<file path="config.mk">
export PLATFORM = sky130hd
export DESIGN_NAME = bw_frame_reader
export DESIGN_NICKNAME = d
export VERILOG_FILES = /design/src/rtl/bw_frame_reader.sv
export SDC_FILE = /design/constraint.sdc
export NUM_CORES = 1
export LEC_CHECK = 0
export BUFFER_PORTS_ARGS = -buffer_cell sky130_fd_sc_hd__buf_2
export CAP_MARGIN = 5
export CORE_MARGIN = 2
export CORE_UTILIZATION = 35
export CTS_CLUSTER_SIZE = 30
export DETAILED_ROUTE_END_ITERATION = 7
export SLEW_MARGIN = 10
export SYNTH_ARGS = -nofsm -noshare
export SYNTH_HDL_FRONTEND = slang
export SYNTH_SLANG_ARGS = --single-unit
</file>
<file path="constraint.sdc">
create_clock -name clk_in -period 3 [get_ports clk_in]
set_input_delay 0.15 -clock clk_in [delete_from_list [all_inputs] [get_ports clk_in]]
set_output_delay 0.15 -clock clk_in [all_outputs]
set_load 0.01 [all_outputs]
</file>
<file path="src/rtl/bw_frame_reader.sv">
// bw_frame_reader: read side of the 1-bit black/white frame BRAM.
// Scans the stored image pixel by pixel, presents each pixel to the plotter
// over a rising-edge ready handshake, and freezes the BRAM write side while
// a scan is in progress.
// Optional feature macro: SERPENTINE_EN (odd rows scanned right to left).
module bw_frame_reader #(
  parameter int unsigned IMG_W    = 80,
  parameter int unsigned IMG_H    = 106,
  parameter int unsigned ADDR_W   = 17,
  parameter int unsigned READ_LAT = 2
) (
  input  logic              clk_in,
  input  logic              rst_in,
  input  logic              start_in,
  input  logic              ready_next_pixel_in,
  input  logic              bram_data_in,
  output logic [ADDR_W-1:0] addr_out,
  output logic              pixel_value_out,
  output logic              pixel_valid_out,
  output logic [6:0]        hcount_out,
  output logic [6:0]        vcount_out,
  output logic              busy_out,
  output logic              freeze_out,
  output logic              frame_done_out
);

  localparam int unsigned POS_W = 7;
  localparam int unsigned CNT_W = $clog2(READ_LAT + 2);

`ifdef SERPENTINE_EN
  localparam bit SERP = 1'b1;
`else
  localparam bit SERP = 1'b0;
`endif

  typedef enum logic [1:0] {
    S_IDLE    = 2'd0,
    S_FETCH   = 2'd1,
    S_PRESENT = 2'd2,
    S_DONE    = 2'd3
  } state_t;

  state_t            state_q;
  logic [POS_W-1:0]  h_q, v_q, h_d, v_d;
  logic [ADDR_W-1:0] row_base_q, row_base_d, addr_d;
  logic [CNT_W-1:0]  cnt_q;
  logic              prev_ready_q;
  logic              consume_c, last_c;

  logic [ADDR_W-1:0] addr_q;
  logic              pix_q, valid_q, busy_q, done_q;
  logic [POS_W-1:0]  hcnt_q, vcnt_q;

  // Physical column of logical index h; odd rows mirror when serpentine.
  function automatic logic [POS_W-1:0] phys_col(input logic [POS_W-1:0] h,
                                                input logic             odd);
    phys_col = (SERP && odd) ? (POS_W'(IMG_W - 1) - h) : h;
  endfunction

  // Rising-edge consume detect and end-of-frame detect.
  always_comb begin
    consume_c = ready_next_pixel_in & ~prev_ready_q;
    last_c    = (h_q == POS_W'(IMG_W - 1)) && (v_q == POS_W'(IMG_H - 1));
  end

  // Next scan position; row base is accumulated rather than multiplied.
  always_comb begin
    h_d        = h_q;
    v_d        = v_q;
    row_base_d = row_base_q;
    if (h_q < POS_W'(IMG_W - 1)) begin
      h_d = h_q + POS_W'(1);
    end else begin
      h_d        = '0;
      v_d        = v_q + POS_W'(1);
      row_base_d = row_base_q + ADDR_W'(IMG_W);
    end
    addr_d = row_base_d + ADDR_W'(phys_col(h_d, v_d[0]));
  end

  // Scan FSM with registered outputs.
  always_ff @(posedge clk_in) begin
    if (rst_in) begin
      state_q      <= S_IDLE;
      h_q          <= '0;
      v_q          <= '0;
      row_base_q   <= '0;
      cnt_q        <= '0;
      prev_ready_q <= 1'b0;
      addr_q       <= '0;
      pix_q        <= 1'b0;
      valid_q      <= 1'b0;
      busy_q       <= 1'b0;
      done_q       <= 1'b0;
      hcnt_q       <= '0;
      vcnt_q       <= '0;
    end else begin
      prev_ready_q <= ready_next_pixel_in;
      case (state_q)
        S_IDLE: begin
          done_q <= 1'b0;
          if (start_in) begin
            h_q        <= '0;
            v_q        <= '0;
            row_base_q <= '0;
            addr_q     <= '0;
            cnt_q      <= '0;
            busy_q     <= 1'b1;
            state_q    <= S_FETCH;
          end
        end
        S_FETCH: begin
          if (cnt_q == CNT_W'(READ_LAT)) begin
            pix_q   <= bram_data_in;
            valid_q <= 1'b1;
            hcnt_q  <= phys_col(h_q, v_q[0]);
            vcnt_q  <= v_q;
            state_q <= S_PRESENT;
          end else begin
            cnt_q <= cnt_q + CNT_W'(1);
          end
        end
        S_PRESENT: begin
          if (consume_c) begin
            valid_q <= 1'b0;
            if (last_c) begin
              done_q  <= 1'b1;
              state_q <= S_DONE;
            end else begin
              h_q        <= h_d;
              v_q        <= v_d;
              row_base_q <= row_base_d;
              addr_q     <= addr_d;
              cnt_q      <= '0;
              state_q    <= S_FETCH;
            end
          end
        end
        S_DONE: begin
          done_q  <= 1'b0;
          busy_q  <= 1'b0;
          state_q <= S_IDLE;
        end
        default: state_q <= S_IDLE;
      endcase
    end
  end

  // Output port mapping; freeze tracks busy exactly.
  always_comb begin
    addr_out        = addr_q;
    pixel_value_out = pix_q;
    pixel_valid_out = valid_q;
    hcount_out      = hcnt_q;
    vcount_out      = vcnt_q;
    busy_out        = busy_q;
    freeze_out      = busy_q;
    frame_done_out  = done_q;
  end

endmodule
</file>
==> metrics.md, run 1 <==
| Metric | Value |
|---|---|
| Outcome | `completed` |
| Die H | `around 100 microns` |
| Synthesized area | `3550 sq um` |
| Syn avg cell area | `8.01 sq um` |
| Worst setup path category | `flip-flop to flip-flop` |
| Synth Warn # | `0` |
| Hold WC Path Type | `primary input to flip-flop` |
| Worst slew margin | `46.3%` |
| DR pass1 iterations | `4` |
| Sequential cell area fraction in the yosys report | `37.2%` |
| H-Tree Depth | `3` |
| Clock Pin Slew Worst Setup and Hold Paths | `~0.080 ns` |
| Row Count | `36` |
| Antenna-violating nets left | `0` |
| Cells after Synth | `443` |
| Clk sinks | `between 60 and 70` |
| Vias in the first global route | `~3000` |
| Clock latency at the later pin of the worst-skew pair | `0.35 ns` |
| # fillers | `1040` |
| Maximum fanout along the worst path | `9` |
| Hold_sp | `bram_data_in` |
| Final setup violation count | `0` |
| Largest net degree at the start of global routing | `43` |
| First-pass GRT wire length | `around 15000 microns` |
| Peak supply drop | `0.225 mV` |
| HPWL Detailed | `6180 microns` |
| Num CTS Buffers | `9` |
| Layout Skew | `~0.013 ns` |
| Combinational Power Share | `23.9%` |
| Worst slew pin tran | `about 0.81 ns` |
| Switching part of the total | `33.1%` |
| CP endpoint kind | `flip-flop` |
| Maxcap violations | `0` |
| Crit start category | `flip-flop` |
| Psw | `749 uW` |
| GR Util All Layers | `16.6%` |
| Synthesized flop and latch total | `between 60 and 70` |
| I/O pin total | `between 40 and 50` |
| Clock share of power | `35.3%` |
| Reg2reg start | `h_q[4]` |
| Layout cells sized above 1 | `17.0%` |
| Pleak | `about 1.6 nW` |
| Antenna diodes | `0` |
| WL per Instance | `14.3 microns` |
| Port bufs | `40` |
| Main synth FF type | `dfxtp_1` |
| Fmax | `0.353 GHz` |
| Final Total Pwr | `2.26 mW` |
| Initial Utilization | `36.1%` |
| DIE AREA | `between 10000 and 15000 sq um` |
| RSZ-0062 raised after global routing | `false` |
| Post-synth EDFFs | `0` |
| Routed WL | `about 9000 microns` |
| Crit share post-route | `94.4%` |
| Final nets | `500` |
| Req. time, crit path | `3.25 ns` |
| Power Density | `549 nW/um^2` |
| RePlAce Congestion | `0.873` |
| Syn Nets | `461` |
| TNS Setup | `0 ns` |
| CP startpoint | `h_q[4]` |
| Total core area | `9820 sq um` |
| Antenna violations before repair | `0` |
| Initial DRC count | `209` |
| CTS tree | `yes` |
| CTS Buffer Depth | `2` |
| Number of remaining DRC errors | `0` |
| CTS root buf | `clkbuf_8` |
| Seq pwr share | `40.8%` |
| Overall overflow remaining after global route | `0` |
| Die width | `105 microns` |
| Internal power | `between 1.5 and 2 mW` |
| Area Overhead vs Synth | `16.0%` |
| Unique cell type count in the Yosys netlist | `59` |
| FFs w/ async S/R, synth | `0%` |
| Final period demand of the worst path | `around 2.8 ns` |
| Hold violation count in the final report | `0` |
| Worst Path Arrival | `3.08 ns` |
| Layout Utilization | `41.9%` |
| Slew Viols, Final | `0` |
| Via density | `5.26` |
| Total number of vias | `~3300` |
## flip-flops by register name, indices dropped and copies added, names as in the netlist
| register | flops |
|---|---|
| vcount_out | 7 |
| pixel_value_out | 1 |
| addr_out | 17 |
| cnt_q | 2 |
| hcount_out | 7 |
| v_q | 7 |
| pixel_valid_out | 1 |
| row_base_q | 13 |
| h_q | 6 |
| busy_out | 1 |
| prev_ready_q | 1 |
| frame_done_out | 1 |
| state_q | 2 |
## worst paths after layout
kind	end	slack, ns	cells after the start
setup / recovery	addr_out[13]	0.17	10
hold / removal	pixel_value_out	0.04	3
setup reg to reg	addr_out[13]	0.17	10
hold reg to reg	vcount_out[4]	0.45	2
## synth_stat cells (all sizes together), types with 4 or more instances
cell    count  area share, %
inv         7           0.74
xor2        7            1.7
clkbuf     11            1.2
nor4        6            1.5
nor3       15            2.1
o31ai       4           0.99
xnor2      14            3.5
a22o        5            1.2
nor2b       5           0.88
nand2      69            7.3
a21oi      44            6.3
dfxtp      66             37
nor2       48            5.1
or3         8            1.4
o21ai      20            2.9
nand4       4           0.70
buf        16            2.9
nand3      10            1.4
a21o        6            1.3
a22oi      14            3.0
ha         13            4.6
and2        4           0.70
## final cells by class
type	count	area [sq um]	area share, %
Clock inverter	3	46.3	1.12
Sequential cell	66	1320	32.1
Inverter	7	26.3	0.638
Timing Repair Buffer	55	313	7.60
Clock buffer	13	169	4.10
Tap cell	133	166	4.04
Multi-Input combinational cell	343	2070	50.4
## kinds of logic (layout without fill, tap and decap cells)
kind of cell / after synthesis / count (layout) / share of synthesized area (%)
AOI/OAI and AO/OA: 119 / 119 / 22.7
xor gates and xnor gates: 21 / 21 / 5.18
adders and majority gates: 13 / 13 / 4.58
buffers and inverters: 34 / 78 / 4.79
DFF: 66 / 66 / 37.2
muxes: 1 / 1 / 0.317
other: 1 / 1 / 0.106
and+or+nand+nor: 188 / 188 / 25.1
## cells in the final DEF, fill, tap and decap left out, types with 5 or more instances in the layout
cell      Yosys  final
nand2_1      69     69
a22o_1        5      5
nor3_1       15     14
inv_1         7      7
nand3_1      10     10
a22oi_1      14     14
or3_1         8      8
clkbuf_8      0     12
nor2_1       48     48
o21ai_0      18     16
xnor2_1      14     14
nor2b_1       5      5
a21oi_1      43     43
a21o_1        6      6
xor2_1        7      7
nor4_1        5      5
buf_2         7     40
ha_1         13     13
dfxtp_1      66     66
buf_4         3     15
## what timing repair did
item,in CTS,in global routing
gates resized for setup,0,1
hold buffers,0,0
endpoints found under the setup margin,0,16
buffers inserted,0,0
## power groups by stage
stage,clock network [mW],logic [mW],registers (mW)
after floorplan,0,0.364,0.942
after global placement,0,0.536,0.941
after detailed placement,0,0.544,0.943
after CTS,0.829,0.545,0.922
after global routing,0.864,0.607,0.925
final,0.799,0.540,0.923
## routing by layer
layer	global-route usage, %	wire [microns]	vias up
li1	-	-	1649
met1	22.0	4350	1532
met2	25.9	4080	77
met3	4.55	362	4
met4	6.00	58	0
met5	0	0	-
## per-stage QoR
stage	instances	instance area (sq um)	hold WS [ns]	worst slack (ns)
floorplan	443	3570	0.278	0.0359
global placement	604	3900	0.393	0.119
detailed placement	604	3900	0.396	0.0542
CTS	620	4120	0.0176	0.0349
global route	620	4120	0.0227	0.0191
finish	620	4120	0.0419	0.168
## worst max-delay path, stage by stage (launching register included)
cell	delay, ns
dfxtp_1	0.39
or2_1	0.30
o21ai_4	0.18
mux2_2	0.36
ha_1	0.33
a21o_1	0.17
a21o_1	0.22
o2111ai_2	0.11
a21oi_2	0.08
or3_1	0.35
a32o_1	0.26
No activity file was read; power rests on OpenSTA's default activity.
==> run 2: changes to the inputs <==
SETUP_SLACK_MARGIN = 0.5   (was not set)
==> run 2 against run 1 <==
Against the previous run: die area unchanged; power is 3.3% lower; via count rose by 2.4%; clock power fell by 15%; cell count rose by 1.9%; clock-buffer cell count is the same; largest power group unchanged.
==> metrics.md, run 2 (synthesis gave the netlist of run 1 again) <==
| Metric | Value |
|---|---|
| Worst slew pin tran | `0.853 ns` |
| Via density | `5.28` |
| Crit share post-route | `84.1%` |
| I/O pin total | `41` |
| Hold violation count in the final report | `0` |
| Combinational Power Share | `between 20 and 30%` |
| Slew Viols, Final | `0` |
| Vias in the first global route | `3052` |
| Initial Utilization | `36.1%` |
| Final setup violation count | `0` |
| Outcome | `completed` |
| Seq pwr share | `42.1%` |
| CTS tree | `yes` |
| Worst Path Arrival | `2.76 ns` |
| Peak supply drop | `approximately 0.22 mV` |
| TNS Setup | `0 ns` |
| Power Density | `510 nW/um^2` |
| Final period demand of the worst path | `2.52 ns` |
| Number of remaining DRC errors | `0` |
| Maxcap violations | `0` |
| Largest net degree at the start of global routing | `43` |
| Die width | `105 microns` |
| Most frequent cells in the layout | `nand2_1 (67), dfxtp_1 (59), nor2_1 (44)` |
| Most common cell after layout, fill and taps aside | `nand2_1` |
| Layout cells sized above 1 | `about a quarter` |
| Hold buffers post-CTS | `0` |
| Hold WC Path Type | `primary input to flip-flop` |
| RSZ-0062 raised after global routing | `true` |
| DR pass1 iterations | `5` |
| CTS Buffer Depth | `2` |
| GR Util All Layers | `16.5%` |
| Final Total Pwr | `2.19 mW` |
| Psw | `760 uW` |
| Total number of vias | `3340` |
| Area Overhead vs Synth | `20.8%` |
| Die H | `~100 microns` |
| Initial DRC count | `between 100 and 150` |
| CTS root buf | `clkbuf_8` |
| WL per Instance | `about 14 microns` |
| Switching part of the total | `34.7%` |
| HPWL Detailed | `6290 microns` |
| First-pass GRT wire length | `roughly 15000 microns` |
| Final nets | `~510` |
| Worst slew margin | `between 40% and 50%` |
| Clock Pin Slew Worst Setup and Hold Paths | `0.07 ns` |
| Clock latency at the later pin of the worst-skew pair | `0.35 ns` |
| H-Tree Depth | `3` |
| Antenna-violating nets left | `0` |
| Antenna diodes | `0` |
| Fmax | `0.396 GHz` |
| DIE AREA | `around 11000 sq um` |
| Overall overflow remaining after global route | `0` |
| Routed WL | `8920 microns` |
| Maximum fanout along the worst path | `4` |
| CP endpoint kind | `flip-flop` |
| Worst setup path category | `flip-flop to flip-flop` |
| Max reg flops | `17` |
| RePlAce Congestion | `between 0.8 and 0.9` |
| Num CTS Buffers | `9` |
| Clk sinks | `66` |
| Crit start category | `flip-flop` |
| Pleak | `1.66 nW` |
| Internal power | `~1.4 mW` |
| Layout Skew | `0.0151 ns` |
| Port bufs | `40` |
| Req. time, crit path | `3.24 ns` |
| Antenna violations before repair | `0` |
| Row Count | `36` |
| Clock share of power | `30.9%` |
| Total core area | `9820 sq um` |
[run 2: changes by cell type in the layout (fill, tap and decap cells not counted), moves of 2 or more]
| cell | change |
|---|---|
| nor2_1 | -4 |
| buf_4 | +13 |
| dfxtp_2 | +2 |
| nand2_2 | +2 |
| dfxtp_4 | +5 |
| nand2_1 | -2 |
| dfxtp_1 | -7 |
| o21ai_0 | -3 |
| o21ai_2 | +2 |
| ha_1 | -6 |
| nor2_2 | +4 |
| ha_2 | +5 |
[run 2: area by class of cell]
class,count,area (sq um)
timing repair buffer,68,410
clock inverter,2,12.5
inverter,7,26.3
clock buffer,13,159
sequential,66,1340
tap,133,166
fill,1041,5530
multi-input combinational,343,2170
[run 2: repair_timing]
| item | 4_1_cts | 5_1_grt |
|---|---|---|
| pin swaps | 6 | 7 |
| endpoints found under the setup margin | 33 | 21 |
| setup buffers | 8 | 5 |
| resized for setup | 20 | 17 |
| cloned | 0 | 0 |
| endpoints found under the hold margin | 0 | 0 |
[run 2: metal layers]
metal	vias to the layer above	wire length [microns]	GRT usage (%)
met4	0	186	6.19
met3	14	371	4.18
met2	67	4160	26.0
met1	1583	4200	21.8
met5	-	0	0
li1	1676	-	-
[run 2: worst paths after layout]
kind,startpoint,end,slack [ns],depth (start not counted)
setup / recovery,h_q[5],addr_out[13],0.48,10
hold / removal,bram_data_in,pixel_value_out,0.04,3
setup reg to reg,h_q[5],addr_out[13],0.48,10
hold reg to reg,hcount_out[6],hcount_out[6],0.45,2
[run 2: through the flow]
stage,setup WS [ns],cells,util [%],instance area (sq um),hold WS [ns]
after floorplan,0.188,443,-,3590,0.278
after global placement,0.293,604,39.9,3920,0.392
after detailed placement,0.211,604,39.9,3920,0.403
after CTS,0.470,627,42.8,4200,0.0314
after global routing,0.422,632,43.7,4290,0.0530
final,0.477,632,43.7,4290,0.0444
[run 2: power groups by stage]
stage	combinational [mW]	sequential (mW)	clock (mW)
final	0.589	0.922	0.676
after global routing	0.650	0.925	0.736
after CTS	0.568	0.924	0.703
after detailed placement	0.557	0.945	0
after global placement	0.547	0.942	0
after floorplan	0.364	0.942	0
[run 2: worst max-delay path: stages, from the launching register on]
cell and delay, ns:
dfxtp_4 0.34, or2_4 0.26, o21ai_4 0.22, mux2_4 0.33, ha_4 0.22, a21o_1 0.15
a21o_1 0.18, o2111ai_2 0.10, a21oi_2 0.08, or3_1 0.31, a32o_1 0.24
